==> config.mk <==
export PLATFORM = sky130hd
export DESIGN_NAME = saturn_mem_xfer
export DESIGN_NICKNAME = d
export VERILOG_FILES = /design/src/rtl/saturn_mem_xfer_pkg.sv /design/src/rtl/saturn_mem_xfer_dp_cache.sv /design/src/rtl/saturn_mem_xfer.sv
export SDC_FILE = /design/constraint.sdc
export NUM_CORES = 1
export LEC_CHECK = 0
export CAP_MARGIN = 20
export CELL_PAD_IN_SITES_DETAIL_PLACEMENT = 0
export CELL_PAD_IN_SITES_GLOBAL_PLACEMENT = 2
export CORE_AREA = 2 2 127 253
export DETAILED_ROUTE_END_ITERATION = 12
export DIE_AREA = 0 0 129 255
export PLACE_DENSITY_LB_ADDON = 0.1
export SKIP_LAST_GASP = 1
export SLEW_MARGIN = 20
export SYNTH_ARGS = -nofsm -noshare
export SYNTH_HDL_FRONTEND = slang
export SYNTH_SLANG_ARGS = --single-unit
==> constraint.sdc <==
create_clock -name clk -period 3.05 [get_ports clk]
set_input_delay 0.305 -clock clk [delete_from_list [all_inputs] [get_ports clk]]
set_output_delay 0.305 -clock clk [all_outputs]
set_load 0.02 [all_outputs]
==> src/rtl/saturn_mem_xfer_pkg.sv <==
// Shared bus command codes, engine states and field-length helper for the
// Saturn multi-nibble memory transfer engine.
package saturn_mem_xfer_pkg;

    localparam logic [3:0] BUSCMD_NOP      = 4'h0;
    localparam logic [3:0] BUSCMD_ID       = 4'h1;
    localparam logic [3:0] BUSCMD_PC_READ  = 4'h2;
    localparam logic [3:0] BUSCMD_DP_READ  = 4'h3;
    localparam logic [3:0] BUSCMD_PC_WRITE = 4'h4;
    localparam logic [3:0] BUSCMD_DP_WRITE = 4'h5;
    localparam logic [3:0] BUSCMD_LOAD_PC  = 4'h6;
    localparam logic [3:0] BUSCMD_LOAD_DP  = 4'h7;

    typedef enum logic [2:0] {
        S_IDLE,
        S_LOAD,
        S_LOAD_WAIT,
        S_XFER_ISSUE,
        S_XFER_WAIT,
        S_ERR,
        S_DONE
    } xfer_state_t;

    // Nibbles covered by first..last, wrapping through the top of the register.
    function automatic int unsigned xfer_count(input int unsigned first,
                                               input int unsigned last,
                                               input int unsigned nibs);
        int unsigned span;
        span = last + nibs - first;
        if (span >= nibs) span = span - nibs;
        return span + 1;
    endfunction

endpackage

==> src/rtl/saturn_mem_xfer_dp_cache.sv <==
// Mirror of the bus-side data pointer: lets a contiguous follow-up transfer
// skip its LOAD_DP.
module saturn_mem_xfer_dp_cache #(
    parameter int unsigned ADDR_W = 20,
    parameter int unsigned CNT_W  = 5
) (
    input  logic              clk,
    input  logic              reset,
    input  logic              inval,
    input  logic [ADDR_W-1:0] lookup_addr,
    output logic              hit,
    input  logic              update,
    input  logic              update_ok,
    input  logic [ADDR_W-1:0] base_addr,
    input  logic [CNT_W-1:0]  count
);

    logic [ADDR_W-1:0] ptr;
    logic              valid;

    // An invalidate in the lookup cycle must already force a miss.
    always_comb hit = valid && !inval && (ptr == lookup_addr);

    always_ff @(posedge clk or negedge reset) begin
        if (!reset) begin
            ptr   <= '0;
            valid <= 1'b0;
        end else if (inval) begin
            valid <= 1'b0;
        end else if (update) begin
            ptr   <= base_addr + ADDR_W'(count);
            valid <= update_ok;
        end
    end

endmodule

==> src/rtl/saturn_mem_xfer.sv <==
// Multi-nibble register<->memory transfer engine driving the hp48 bus command
// interface (LOAD_DP, then one DP_READ/DP_WRITE per nibble).
module saturn_mem_xfer
    import saturn_mem_xfer_pkg::*;
#(
    parameter int unsigned ADDR_W = 20,
    parameter int unsigned NIBS   = 16,
    parameter int unsigned IDX_W  = 4
) (
    input  logic              clk,
    input  logic              reset,
    input  logic              req_valid,
    output logic              req_ready,
    input  logic              req_write,
    input  logic [ADDR_W-1:0] req_addr,
    input  logic [IDX_W-1:0]  req_first,
    input  logic [IDX_W-1:0]  req_last,
    input  logic [NIBS*4-1:0] req_data,
    input  logic              dp_inval,
    output logic              bus_go,
    output logic [3:0]        bus_command,
    output logic [ADDR_W-1:0] bus_address,
    output logic [3:0]        bus_nibble_in,
    input  logic              bus_ack,
    input  logic [3:0]        bus_nibble_out,
    input  logic              bus_error,
    output logic              done,
    output logic              err,
    output logic [NIBS*4-1:0] rd_data
);

    xfer_state_t       state, state_nx;
    logic              write_q;
    logic [ADDR_W-1:0] addr_q;
    logic [IDX_W-1:0]  idx_q;
    logic [IDX_W:0]    n_q;
    logic [IDX_W:0]    rem_q;
    logic [NIBS*4-1:0] data_q;
    logic              err_q;

    logic              accept;
    logic              cache_hit;
    logic              cache_update;
    logic              cache_ok;
    logic [IDX_W:0]    req_n;
    logic [IDX_W-1:0]  idx_nx;
    logic              nib_ack;

    always_comb begin
        req_ready    = (state == S_IDLE);
        accept       = req_valid && req_ready;
        req_n        = (IDX_W+1)'(xfer_count(32'(req_first), 32'(req_last), NIBS));
        idx_nx       = (idx_q == IDX_W'(NIBS - 1)) ? '0 : idx_q + 1'b1;
        nib_ack      = (state == S_XFER_WAIT) && bus_ack && !bus_error;
        cache_update = (state == S_DONE);
        cache_ok     = !err_q;
    end

    saturn_mem_xfer_dp_cache #(
        .ADDR_W (ADDR_W),
        .CNT_W  (IDX_W + 1)
    ) u_dp_cache (
        .clk         (clk),
        .reset       (reset),
        .inval       (dp_inval),
        .lookup_addr (req_addr),
        .hit         (cache_hit),
        .update      (cache_update),
        .update_ok   (cache_ok),
        .base_addr   (addr_q),
        .count       (n_q)
    );

    always_ff @(posedge clk or negedge reset) begin
        if (!reset) state <= S_IDLE;
        else        state <= state_nx;
    end

    // Bus outputs are Moore-decoded so a reset returns them to NOP immediately.
    always_comb begin
        state_nx      = state;
        bus_go        = 1'b0;
        bus_command   = BUSCMD_NOP;
        bus_address   = '0;
        bus_nibble_in = '0;
        done          = 1'b0;
        err           = 1'b0;
        case (state)
            S_IDLE: begin
                if (accept) state_nx = cache_hit ? S_XFER_ISSUE : S_LOAD;
            end
            S_LOAD: begin
                bus_go      = 1'b1;
                bus_command = BUSCMD_LOAD_DP;
                bus_address = addr_q;
                state_nx    = S_LOAD_WAIT;
            end
            S_LOAD_WAIT: begin
                if (bus_ack) state_nx = bus_error ? S_ERR : S_XFER_ISSUE;
            end
            S_XFER_ISSUE: begin
                bus_go      = 1'b1;
                bus_command = write_q ? BUSCMD_DP_WRITE : BUSCMD_DP_READ;
                if (write_q) bus_nibble_in = data_q[{idx_q, 2'b00} +: 4];
                state_nx    = S_XFER_WAIT;
            end
            S_XFER_WAIT: begin
                if (bus_ack) begin
                    if (bus_error)                          state_nx = S_ERR;
                    else if (rem_q == (IDX_W+1)'(1))        state_nx = S_DONE;
                    else                                    state_nx = S_XFER_ISSUE;
                end
            end
            S_ERR: begin
                state_nx = S_DONE;
            end
            S_DONE: begin
                done     = 1'b1;
                err      = err_q;
                state_nx = S_IDLE;
            end
            default: state_nx = S_IDLE;
        endcase
    end

    always_ff @(posedge clk or negedge reset) begin
        if (!reset) begin
            write_q <= 1'b0;
            addr_q  <= '0;
            idx_q   <= '0;
            n_q     <= '0;
            rem_q   <= '0;
            data_q  <= '0;
            err_q   <= 1'b0;
            rd_data <= '0;
        end else begin
            if (accept) begin
                write_q <= req_write;
                addr_q  <= req_addr;
                idx_q   <= req_first;
                n_q     <= req_n;
                rem_q   <= req_n;
                data_q  <= req_data;
                err_q   <= 1'b0;
                rd_data <= req_data;
            end
            if (nib_ack) begin
                if (!write_q) rd_data[{idx_q, 2'b00} +: 4] <= bus_nibble_out;
                idx_q <= idx_nx;
                rem_q <= rem_q - 1'b1;
            end
            if ((state == S_XFER_WAIT || state == S_LOAD_WAIT) && bus_ack && bus_error)
                err_q <= 1'b1;
        end
    end

endmodule
==> impl_metrics.ini, run 1 <==
[outcome]
outcome = complete, no violations

[finish]
num-fill-cells = 3156
num_antenna_cells = 0
layout.nets = 1359
layout-drive-gt1-share = 0.09033
layoutNonFillerInstCount = 1674
flow.area_growth_from_synthesis_pct = 32.26

[worst_setup_path]
slowest_stage = clkdlybuf4s50_1
r2r_start = idx_q[0]
worst_setup_path_start_kind = register
endpoint_kind = primary output
crit_path_cell_trace = buf_4 -> mux2i_1 -> nand2_1 -> and3_1 -> a21oi_1 -> o21ai_1 -> clkdlybuf4s50_1
critical_path_class = register to primary output
path_delay_family = buffers and inverters
worst-path-max-fanout = 13
timing.critical_path.slowest_cell_delay_ps = 670
cp_num_buf_inv = 2
cp.required_ps = 2740
timing.critical_path.from = idx_q[0]
worst_ep_arrival_time_ps = 2620

[timing]
tightestPinTransition_ps = 758.5
timing_hold_violations_final = 0
fin_worst_skew_ps = 12.75
timing.fmax_mhz = 342.0
post_layout_minimum_cycle_time_ps = 2924
max-slew-margin-rel = 0.4943
slew_violations = 0
grt_setup_unrepaired = false
finalSetupTns_ps = 0
fin_crit_sh = 0.9588
setup-violations-final = 0

[synthesis]
yosys_register_bits = 188
yosysUniqueCellTypes = 60
synth-edff-count = 0
warnings_from_yosys = 0
synth_largest_type_area_fraction = 0.4802
postSynth.topFlopCell = dfrtp_1
syn-cell-area_um2 = 9797
average_cell_area_after_synthesis_um2 = 9.357
synth_sequential_area_ratio = 0.4802
synth.area.top_cells = dfrtp_1 (48%), nand2_1 (13%), mux2i_1 (4.7%), a21boi_0 (3.0%), mux4_2 (3.0%)
netlist.top_cell.by_area = dfrtp_1
syn_nets = 1168
synthArstFlopShare = 1.000
syn_inst = 1047

[drt]
number_of_drc_violations_after_detailed_routing = 0
routed_wire_length_um = 33070
post_drt_via_cell_ratio = 4.827
drtPass1Iterations = 5
drt_wl_cell_um = 19.75
via_count = 8081
ant_nets = 0
drt_iter0_drc = 413

[grt]
number_of_global_route_vias_before_repair = 8329
antenna_found_initial = 0
grt_start_max_net_pins = 75
grt_overflow_total = 0
groute.usage.overall = 0.2044
grt_pass1_wl_um = 49900

[placement]
gp_routability_congestion = 0.8734
dp.cells = 1637
buffer_ports.inserted = 197
post-dp-hpwl_um = 24880

[clock_network]
clk_root_buffer_cell = clkbuf_16
cts_inserted_buffers = 17
h-tree-depth = 4
insertion_delay_ps = 460
tritoncts = yes
clock_path_buffers = 2
cts.sinks = 188
clkTransAtPathRegs_ps = 80

[worst_hold_path]
timing.hold.worst.class = primary input to register
hold_path_origin = req_data[10]

[floorplanning]
row_count = 92
ios = 199
die_w_um = 129
core_region_um2 = 31190
floorplan.die.height_um = 255
die-area_um2 = 32900
initial_utilization = 0.3141

[pwr]
cellLeakagePower_nw = 5.974
power.density_nw_per_um2 = 1040
internal_power_w = 0.007767
power.switching_w = 0.005704
p_comb_frac = 0.479
share_seq_of_total_power = 0.343
power_frac_clock = 0.178
highest_ir_drop_seen_on_vdd_mv = 0.4669
power.switching_fraction = 0.4235

[flow_run]
max-cap-violations = 0
-- worst min-delay path, cell delays in order --
cell	delay [ps]
clkdlybuf4s50_1	400
nand2_1	70
nand2_1	40
-- sequential cells by signal, indices dropped and copies added (netlist names), 3 cells and up --
| signal | cells |
|---|---|
| u_dp_cache.ptr | 20 |
| idx_q | 4 |
| rd_data | 64 |
| data_q | 64 |
| n_q | 5 |
| state | 3 |
| addr_q | 20 |
| rem_q | 5 |
-- worst paths after layout --
kind / end / slack, ps / cells after the start
max in group asynchronous: rd_data[27] / 1740 / 3
max: bus_nibble_in[0] / 130 / 7
min in group asynchronous: addr_q[9] / 450 / 2
max reg2reg: rd_data[51] / 340 / 8
min reg2reg: data_q[8] / 480 / 2
min: data_q[10] / 390 / 3
-- cell type report --
class	instances	area, µm²	share of cell area
clock buffer	18	439.2	0.03389
multi-input combinational	776	4692	0.3621
inverter	18	67.56	0.005214
timing repair buffer	237	2333	0.1801
clock inverter	14	186.4	0.01439
sequential	188	4710	0.3635
tap	423	529.3	0.04085
-- logic make-up (layout without fill, tap and decap cells) --
group,count (synthesis),in the layout,synth area share
AOI/OAI and AO/OA,150,150,0.1015
xor gates and xnor gates,42,42,0.03755
adders and majority gates,18,18,0.02452
buffers and inverters,83,287,0.04291
DFF,188,188,0.4802
muxes,70,70,0.08953
other,1,1,0.0003828
and+or+nand+nor,495,495,0.2234
-- routing by layer --
| metal | GRT usage | up-vias | share of wire |
|---|---|---|---|
| met3 | 0.03637 | 42 | 0.046 |
| met4 | 0.07733 | 0 | 0.026 |
| li1 | - | 3906 | - |
| met5 | 0 | - | 0 |
| met2 | 0.3311 | 222 | 0.49 |
| met1 | 0.2723 | 3911 | 0.44 |
-- power by group through the flow --
stage               Combinational (W)  Clock [W]  Sequential (W)
CTS                           0.00650    0.00246         0.00465
finish                        0.00646    0.00240         0.00462
detailed placement            0.00642          0         0.00469
floorplan                     0.00351          0         0.00478
global route                  0.00711    0.00256         0.00477
global placement              0.00631          0         0.00473
-- synth_stat cells, drive strengths merged (3+ instances only) --
cell type	count
nand2	345
dfrtp	188
mux2i	46
o21ai	43
buf	42
a21boi	39
nor2	28
xnor2	28
nand3	27
clkbuf	23
and2	22
a21oi	18
inv	18
and3	17
ha	16
nand4	16
nor3	16
xor2	14
mux4	13
mux2	11
a22o	10
a21o	8
a31oi	7
a211oi	6
nor2b	5
nand2b	4
a22oi	3
a31o	3
nand4b	3
nor4	3
-- layout by cell type, fill, tap and decap left out, types with 4 or more instances in the layout --
cell | netlist | final
and2_1 | 22 | 21
nor2b_1 | 5 | 5
dfrtp_1 | 188 | 186
inv_1 | 18 | 18
nor3_1 | 12 | 10
a21o_1 | 8 | 8
mux2_2 | 10 | 10
ha_1 | 16 | 16
mux4_2 | 13 | 13
buf_4 | 13 | 34
nand2b_1 | 4 | 4
clkdlybuf4s50_1 | 0 | 193
xor2_1 | 14 | 14
clkbuf_16 | 0 | 17
nor2_1 | 27 | 27
nand3_1 | 27 | 27
a211oi_1 | 6 | 6
xnor2_1 | 28 | 28
buf_12 | 0 | 4
nand4_1 | 16 | 16
mux2i_1 | 46 | 46
a21boi_0 | 39 | 39
a21oi_1 | 18 | 18
o21ai_0 | 43 | 41
nand2_1 | 344 | 343
and3_1 | 17 | 17
a31oi_1 | 7 | 7
a22o_1 | 10 | 10
nor3_2 | 2 | 4
inv_8 | 0 | 6
-- through the flow --
stage | hold slack (ps) | setup WS [ps] | cell area (µm²) | utilization | total power (W)
global placement | 403.4 | 378.4 | 12270 | 0.3934 | 0.01104
CTS | 365.9 | 3.720 | 12940 | 0.4147 | 0.01361
detailed placement | 404.1 | 197.6 | 12270 | 0.3934 | 0.01110
finish | 389.9 | 125.7 | 12960 | 0.4154 | 0.01347
floorplan | 9.409 | 624.3 | 9797 | - | 0.008294
global route | 392.7 | 42.90 | 12960 | 0.4154 | 0.01443
-- what timing repair did --
| action | 4_1_cts | 5_1_grt |
|---|---|---|
| setup buffers | 3 | 1 |
| resized for setup | 2 | 7 |
| cloned | 0 | 0 |
| endpoints found under the hold margin | 72 | 0 |
| hold buffers | 1 | 0 |
| setup endpoints to repair | 4 | 4 |
No activity file was read; power rests on OpenSTA's default activity.
==> run 2: changes to the inputs <==
--- a/config.mk
+++ b/config.mk
@@ -12,6 +12,7 @@
 export DETAILED_ROUTE_END_ITERATION = 12
 export DIE_AREA = 0 0 129 255
 export PLACE_DENSITY_LB_ADDON = 0.1
+export SETUP_SLACK_MARGIN = 0.3
 export SKIP_LAST_GASP = 1
 export SLEW_MARGIN = 20
 export SYNTH_ARGS = -nofsm -noshare
==> run 2 against run 1 <==
Effect of this change:
- clock power about the same
- final area up 0.60%
- global-route usage about the same
- largest power group unchanged
==> impl_metrics.ini, run 2 (synthesis results as in run 1) <==
[worst_hold_path]
timing.hold.worst.class = primary input to register

[pwr]
power.density_nw_per_um2 = 1039
highest_ir_drop_seen_on_vdd_mv = 0.4932
cellLeakagePower_nw = 6.202

[timing]
slew_violations = 0
tightestPinTransition_ps = 769.1
fin_ws_ps = 379.9
timing.fmax_mhz = 374.5
timing_hold_violations_final = 0
setup-violations-final = 0
post_layout_minimum_cycle_time_ps = 2670
max-slew-margin-rel = 0.4873
grt_setup_unrepaired = true
fin_worst_skew_ps = 11.78
fin_crit_sh = 0.8754
finalSetupTns_ps = 0

[drt]
routed_wire_length_um = 33100
number_of_drc_violations_after_detailed_routing = 0
drt_wl_cell_um = 19.74
post_drt_via_cell_ratio = 4.833
via_count = 8105
ant_nets = 0
drt_iter0_drc = 405
drtPass1Iterations = 4

[grt]
groute.usage.overall = 0.2047
grt_overflow_total = 0
number_of_global_route_vias_before_repair = 8332
grt_start_max_net_pins = 75
antenna_found_initial = 0
grt_pass1_wl_um = 49980

[floorplanning]
floorplan.die.height_um = 255
initial_utilization = 0.3141
row_count = 92
die-area_um2 = 32900
core_region_um2 = 31190
die_w_um = 129
ios = 199

[placement]
post-dp-hpwl_um = 24880
place_area_um2 = 12270
buffer_ports.inserted = 197
dp_slack_ps = 197.6
gp_routability_congestion = 0.8734

[worst_setup_path]
worst_setup_path_start_kind = register
critPathCapture = bus_nibble_in[1]
worst_ep_arrival_time_ps = 2370
worstReg2RegEnd = rd_data[51]
worst-path-max-fanout = 5
timing.reg2reg.setup_slack_ps = 410
critical_path_class = register to primary output
timing.critical_path.from = idx_q[0]
r2r_start = idx_q[0]
timing.critical_path.slowest_cell_delay_ps = 510
endpoint_kind = primary output
cp.required_ps = 2740
worstRegToRegCells = 9
slowest_stage = dfrtp_4
crit_path_cell_trace = buf_4 -> buf_4 -> buf_4 -> mux4_2 -> a22oi_2 -> o21ai_2 -> buf_2
cp_common_cell = buf_4

[flow_run]
max-cap-violations = 0

[finish]
flow.area_growth_from_synthesis_pct = 33.05
layout-drive-gt1-share = 0.09968
layout.cells.most_common_list = nand2_1 (343), dfrtp_1 (187), clkdlybuf4s50_1 (177)
top_regs = data_q: 64 flops, rd_data: 64 flops
final_common_cell = nand2_1
num_antenna_cells = 0
layout.nets = 1362
multi_input_area_um2 = 4726
num-fill-cells = 3157
layout.cell_area.non_filler_um2 = 13040
ff_latch_area_um2 = 4708

[clock_network]
cts.sinks = 188
clock_path_buffers = 2
clk_root_buffer_cell = clkbuf_16
insertion_delay_ps = 460
h-tree-depth = 4
tritoncts = yes
clkTransAtPathRegs_ps = 80
cts_inserted_buffers = 17

[outcome]
outcome = complete, no violations
[run 2: final cells by class]
type,count,share of cell area
flip-flops and latches,188,0.3612
multi-input cells,776,0.3625
inverters,18,0.005183
clock inverters,14,0.01430
well taps,423,0.04060
clock buffers,18,0.03369
repair buffers,240,0.1825
[run 2: how the worst min path moves through the flow]
stage	from	depth (start not counted)	to
6_report	req_data[1]	3	data_q[1]
5_1_grt	req_data[10]	3	data_q[10]
4_1_cts	req_data[10]	3	data_q[10]
3_5_place_dp	reset	1	addr_q[9]
3_3_place_gp	reset	1	addr_q[6]
2_1_floorplan	reset	0	addr_q[0]
[run 2: timing repair]
item	CTS	global route
setup buffers	7	0
pin swaps	0	0
endpoints found under the setup margin	28	27
hold buffers	1	0
endpoints found under the hold margin	72	0
gates resized for setup	22	25
[run 2: where the power goes]
part	internal, W	switching [W]	total [W]	leakage (nW)
clock network	0.00128	0.00112	0.00239	0.306
logic	0.00286	0.00368	0.00654	3.54
registers	0.00366	0.000949	0.00461	2.35
[run 2: critical path: cells and delay by family, from the launching register on]
family,cells,cell delay (ps)
buffers and inverters,4,650
AO/OA/AOI/OAI,2,270
flip-flops,1,510
multiplexers,1,490
[run 2: stage by stage]
| step | hold slack [ps] | total power, W | std cells | utilization |
|---|---|---|---|---|
| 2_1_floorplan | 9.409 | 0.008294 | 1047 | - |
| 3_3_place_gp | 403.4 | 0.01104 | 1637 | 0.3934 |
| 3_5_place_dp | 404.1 | 0.01110 | 1637 | 0.3934 |
| 4_1_cts | 365.9 | 0.01367 | 1677 | 0.4161 |
| 5_1_grt | 392.7 | 0.01450 | 1677 | 0.4179 |
| 6_report | 394.5 | 0.01354 | 1677 | 0.4179 |
[run 2: layer usage]
| layer | global-route usage | vias to the layer above | part of all wire |
|---|---|---|---|
| met5 | 0 | - | 0 |
| met2 | 0.3321 | 219 | 0.49 |
| li1 | - | 3920 | - |
| met1 | 0.2739 | 3926 | 0.45 |
| met3 | 0.03512 | 40 | 0.044 |
| met4 | 0.07578 | 0 | 0.025 |
==> edit 1, RTL diff (settings of run 1) <==
Change the parameter `IDX_W` from 4 to 3.
--- a/src/rtl/saturn_mem_xfer.sv
+++ b/src/rtl/saturn_mem_xfer.sv
@@ -6,5 +6,5 @@
     parameter int unsigned ADDR_W = 20,
     parameter int unsigned NIBS   = 16,
-    parameter int unsigned IDX_W  = 4
+    parameter int unsigned IDX_W  = 3
 ) (
     input  logic              clk,
Interface: changed (resized req_first and req_last); port bits go from 199 to 197. No check against the original RTL was run, so the function may have changed too.
==> edit 1 against run 1 <==
Final area down 16%; synthesized area fell by 20%; utilization is 6.8 points lower; total power shrank 18%; clock skew shrank 0.0024 ns; worst setup slack improved by 0.10 ns; wire length fell by 24%; sequential cell count shrank 35; largest cell class unchanged.
==> edit 1: results (changes against run 1) <==
| Metric | Value |
|---|---|
| Run status | completed (unchanged) |
| Number of nets in the final layout | 1159 (was 1359) |
| Count of input and output buffers | 195 (was 197) |
| Number of global-route vias before repair | 6890 (was 8329) |
| Fraction of final layout cells sized beyond drive strength 1 | 0.0882 (was 0.0903) |
| Routability congestion estimate | 0.750 (was 0.873) |
| Maximum number of pins on one net before global-route repair | 71 (was 75) |
| Post-CTS resize count | 0 (was 2) |
| Largest voltage drop on the vdd net | 0.435 mV (was 0.467 mV) |
| Leading post-synthesis cells by cell area | sky130_fd_sc_hd__dfrtp_1 (49%), sky130_fd_sc_hd__nand2_1 (15%), sky130_fd_sc_hd__mux2_2 (3.5%) (was sky130_fd_sc_hd__dfrtp_1 (48%), sky130_fd_sc_hd__nand2_1 (13%), sky130_fd_sc_hd__mux2i_1 (4.7%)) |
| Global-route wire length before repair | 39900 um (was 49900 um) |
| Post-place setup slack | 0.415 ns (was 0.198 ns) |
| Total Wirelength | 25200 um (was 33100 um) |
| Clock transition at the register clock pins on the worst setup and hold paths after CTS | 0.06 ns (was 0.08 ns) |
| Top cell types by occurrence after synthesis | sky130_fd_sc_hd__nand2_1 (306), sky130_fd_sc_hd__dfrtp_1 (153), sky130_fd_sc_hd__nor2_1 (44), sky130_fd_sc_hd__a21oi_1 (41), sky130_fd_sc_hd__mux2_2 (24) (was sky130_fd_sc_hd__nand2_1 (344), sky130_fd_sc_hd__dfrtp_1 (188), sky130_fd_sc_hd__mux2i_1 (46), sky130_fd_sc_hd__o21ai_0 (43), sky130_fd_sc_hd__a21boi_0 (39)) |
| Filler instances | 3288 (was 3156) |
| Placed cell area | 10300 um^2 (was 12300 um^2) |
| Cells on worst reg2reg path | 6 (was 8) |
| Adder-cell area share of the yosys netlist | 0.0292 (was 0.0245) |
| Iteration-0 DRC count of the detailed router | 274 (was 413) |
| HPWL after detailed placement | 18100 um (was 24900 um) |
| Worst-Skew Late Latency | 0.44 ns (was 0.46 ns) |
| Fraction of the yosys area taken by sequential cells | 0.491 (was 0.480) |
| Number of distinct library cell variants in the gate-level netlist after synthesis | 58 (was 60) |
| Average instance area after synthesis | 9.17 um^2 (was 9.36 um^2) |
| Total placed cells including tap cells | 1444 (was 1637) |
| Power per standard cell area | 1020 nW/um^2 (was 1040 nW/um^2) |
| Post-synthesis net count | 968 (was 1168) |
| TritonRoute pass-1 iters | 6 (was 5) |
| Total routing resource utilization after global routing | 0.160 (was 0.204) |
==> edit 1: kinds of logic after synthesis <==
logic type	Yosys count
other	1
multiplexers	52
AO/OA/AOI/OAI	87
XOR/XNOR	40
flip-flops	153
AND/OR/NAND/NOR	444
adder cells (fa/ha/maj)	17
buffers and inverters	56
==> edit 1: where the power goes <==
part / total, uW / internal [uW] / switching [uW]
registers: 3780 / 3000 / 777
logic: 5110 / 2370 / 2740
clock network: 2110 / 1240 / 871
total: 11000 / 6610 / 4390
==> edit 1: critical path, delay by kind of cell (launching register included) <==
family / cells / cell delay (ns)
AO/OA/AOI/OAI: 1 / 0.23
AND/OR/NAND/NOR: 2 / 0.54
flip-flops: 1 / 0.51
buffers and inverters: 2 / 0.80
==> edit 1: cell type report <==
cell class                 instances  share of cell area
clock buffer                      24              0.0436
clock inverter                     8             0.00878
tap                              423              0.0489
multi-input combinational        641               0.345
sequential                       153               0.354
inverter                          16             0.00555
timing repair buffer             212               0.195
==> edit 1: path summary, 6_finish.rpt <==
| path | startpoint | end | slack, ns |
|---|---|---|---|
| setup / recovery | state[2] | bus_nibble_in[2] | 0.23 |
| hold / removal | req_data[61] | rd_data[61] | 0.39 |
| setup reg to reg | idx_q[2] | rd_data[22] | 0.65 |
| hold reg to reg | data_q[19] | data_q[19] | 0.47 |
| max in group asynchronous | reset | rd_data[27] | 1.82 |
| min in group asynchronous | reset | addr_q[9] | 0.44 |
==> edit 1: repair_timing <==
action	4_1_cts	5_1_grt
buffers inserted	0	0
endpoints found under the hold margin	60	0
hold buffers	1	0
==> edit 1: metal layers <==
layer | part of all wire | vias to the layer above | track usage
li1 | - | 3185 | -
met2 | 0.48 | 144 | 0.264
met3 | 0.049 | 16 | 0.0389
met1 | 0.45 | 3107 | 0.207
met5 | 0 | - | 0
met4 | 0.014 | 0 | 0.0484
==> edit 2, RTL diff (config.mk and constraints of run 1) <==
Made on the original files. Re-encode `xfer_state_t` (7 states) as one-hot, 7 bits wide.
--- a/src/rtl/saturn_mem_xfer_pkg.sv
+++ b/src/rtl/saturn_mem_xfer_pkg.sv
@@ -12,12 +12,12 @@
     localparam logic [3:0] BUSCMD_LOAD_DP  = 4'h7;
 
-    typedef enum logic [2:0] {
-        S_IDLE,
-        S_LOAD,
-        S_LOAD_WAIT,
-        S_XFER_ISSUE,
-        S_XFER_WAIT,
-        S_ERR,
-        S_DONE
+    typedef enum logic [6:0] {
+        S_IDLE       = 7'b0000001,
+        S_LOAD       = 7'b0000010,
+        S_LOAD_WAIT  = 7'b0000100,
+        S_XFER_ISSUE = 7'b0001000,
+        S_XFER_WAIT  = 7'b0010000,
+        S_ERR        = 7'b0100000,
+        S_DONE       = 7'b1000000
     } xfer_state_t;
 
Check against the original RTL: no difference found for any inputs over 4 cycles, from zero or initial values and one cycle with reset low; so few cycles prove little.
==> edit 2 against run 1 <==
Clock power decreased by 9.2%; largest power group unchanged; critical path depth is 1 lower; clock skew increased by 0.0039 ns; synthesized area up 2.8%; highest routed layer unchanged; final area rose by 1.9%; sequential power is 2% lower; total power is 3.8% lower; sequential cell count grew 4; hold slack better by 0.0022 ns; wire length grew 1.3%; count of clock-buffer cells in the layout is the same; die area unchanged; worst setup slack worse by 0.0061 ns.
==> edit 2: results (changes against run 1) <==
| Metric | Value |
|---|---|
| Run status | completed (unchanged) |
| HPWL after detailed placement | 24700 um (was 24900 um) |
| Reg2Reg Launch Point | idx_q[1] (was idx_q[0]) |
| Number of nets in the final layout | 1368 (was 1359) |
| Routability congestion estimate | 0.852 (was 0.873) |
| Maximum net fanout on the critical path | 5 (was 13) |
| Top flop regs | data_q (64), rd_data (64) (unchanged) |
| Maximum number of pins on one net before global-route repair | 145 (was 75) |
| Global-route wire length before repair | 50600 um (was 49900 um) |
| Lkg Pwr | 0.00616 uW (was 0.00597 uW) |
| Leading post-synthesis cells by cell area | sky130_fd_sc_hd__dfrtp_1 (47%), sky130_fd_sc_hd__nand2_1 (13%), sky130_fd_sc_hd__mux4_2 (4.5%) (was sky130_fd_sc_hd__dfrtp_1 (48%), sky130_fd_sc_hd__nand2_1 (13%), sky130_fd_sc_hd__mux2i_1 (4.7%)) |
| Critical Path Start | state[6] (was idx_q[0]) |
| Total routing resource utilization after global routing | 0.208 (was 0.204) |
| Clock transition at the register clock pins on the worst setup and hold paths after CTS | 0.08 ns (about the same) |
| Number of distinct library cell variants in the gate-level netlist after synthesis | 72 (was 60) |
| Per-cell routed wire length | 19.9 um (was 19.8 um) |
| Start point of the worst hold path | req_data[57] (was req_data[10]) |
| Total placed cells including tap cells | 1647 (was 1637) |
| WHS | 0.392 ns (was 0.390 ns) |
| Compound-Gate Fraction of Synth Area | 0.0920 (was 0.102) |
| Post-synthesis net count | 1176 (was 1168) |
| Average vias per placed instance | 4.90 (was 4.83) |
| Final setup skew | 0.0167 ns (was 0.0128 ns) |
| Worst Tran Pin Value | 0.694 ns (was 0.758 ns) |
| Iteration-0 DRC count of the detailed router | 574 (was 413) |
| Adder-cell area share of the yosys netlist | 0.0238 (was 0.0245) |
| Worst path arrival time | 2.63 ns (was 2.62 ns) |
| Multiplexer fraction of the synthesized cell area | 0.0641 (was 0.0895) |
| Count of mapped cells out of synthesis | 1055 (was 1047) |
| Fraction of the yosys area taken by sequential cells | 0.477 (was 0.480) |
| Final cell count without fillers | 1683 (was 1674) |
| Share of the synthesized netlist area taken by xor and xnor gates | 0.0406 (was 0.0375) |
| Count of input and output buffers | 197 (unchanged) |
| Worst-Skew Late Latency | 0.45 ns |
| Filler instances | 3138 (was 3156) |
[edit 2: cell types whose count changed after synthesis, sizes merged, moves of 10 or more]
cell	delta
a21boi	-25
a21oi	+26
a22o	-10
and3b	+23
buf	-18
mux2i	-31
nand3	+20
o21a	+18
o21ai	-15
[edit 2: stage by stage]
step | power (uW) | setup WS (ns) | utilization | instance area (um^2) | TNS (ns)
finish | 13000 | 0.120 | 0.423 | 13200 | 0
detailed placement | 10800 | 0.374 | 0.404 | 12600 | 0
floorplan | 8310 | 0.443 | - | 10100 | 0
global placement | 10800 | 0.398 | 0.404 | 12600 | 0
global route | 13900 | 0.0366 | 0.423 | 13200 | 0
CTS | 13100 | -0.0735 | 0.422 | 13200 | -0.457
[edit 2: kinds of logic (layout without fill, tap and decap cells)]
group	count (synthesis)	after routing
flip-flops	192	192
buffers and inverters	74	279
other	1	1
multiplexers	39	39
AND/OR/NAND/NOR	545	545
adder cells (fa/ha/maj)	18	18
XOR/XNOR	43	43
AO/OA/AOI/OAI	143	143
[edit 2: what timing repair did]
item	in CTS	in global routing
setup buffers	2	0
gates cloned	1	0
resized for setup	18	14
hold buffers	1	0
endpoints found under the setup margin	23	14
endpoints found under the hold margin	71	0
[edit 2: critical path: stages, from the launching register on]
cell and delay (ns):
sky130_fd_sc_hd__dfrtp_1 0.42, sky130_fd_sc_hd__or4_1 0.60, sky130_fd_sc_hd__nor4b_4 0.22, sky130_fd_sc_hd__buf_4 0.17, sky130_fd_sc_hd__inv_1 0.08, sky130_fd_sc_hd__a21oi_1 0.30
sky130_fd_sc_hd__dlygate4sd2_1 0.38
[edit 2: final timing paths]
kind,end,cells past startpoint
setup / recovery,bus_command[1],6
setup reg to reg,rd_data[49],7
hold reg to reg,data_q[63],2
min in group asynchronous,addr_q[13],2
max in group asynchronous,data_q[61],3
hold / removal,data_q[57],3
[edit 2: area by class of cell]
type / instances / area (um^2) / share of cell area
sequential: 192 / 4810 / 0.364
inverter: 19 / 71.3 / 0.00540
multi-input combinational: 789 / 4960 / 0.376
tap: 423 / 529 / 0.0401
timing repair buffer: 228 / 2290 / 0.173
clock inverter: 14 / 123 / 0.00928
clock buffer: 18 / 429 / 0.0325
[edit 2: where the power goes]
part / total (uW) / internal, uW / leakage, uW / switching, uW
combinational: 6240 / 2760 / 0.00349 / 3480
clock: 2180 / 1070 / 0.000264 / 1110
sequential: 4540 / 3610 / 0.00241 / 928
total: 13000 / 7440 / 0.00616 / 5520
[edit 2: metal layers]
layer / track usage / up-vias / part of all wire
met5: 0 / - / 0
met3: 0.0293 / 28 / 0.037
li1: - / 3958 / -
met4: 0.0581 / 0 / 0.016
met1: 0.288 / 4051 / 0.46
met2: 0.339 / 209 / 0.49
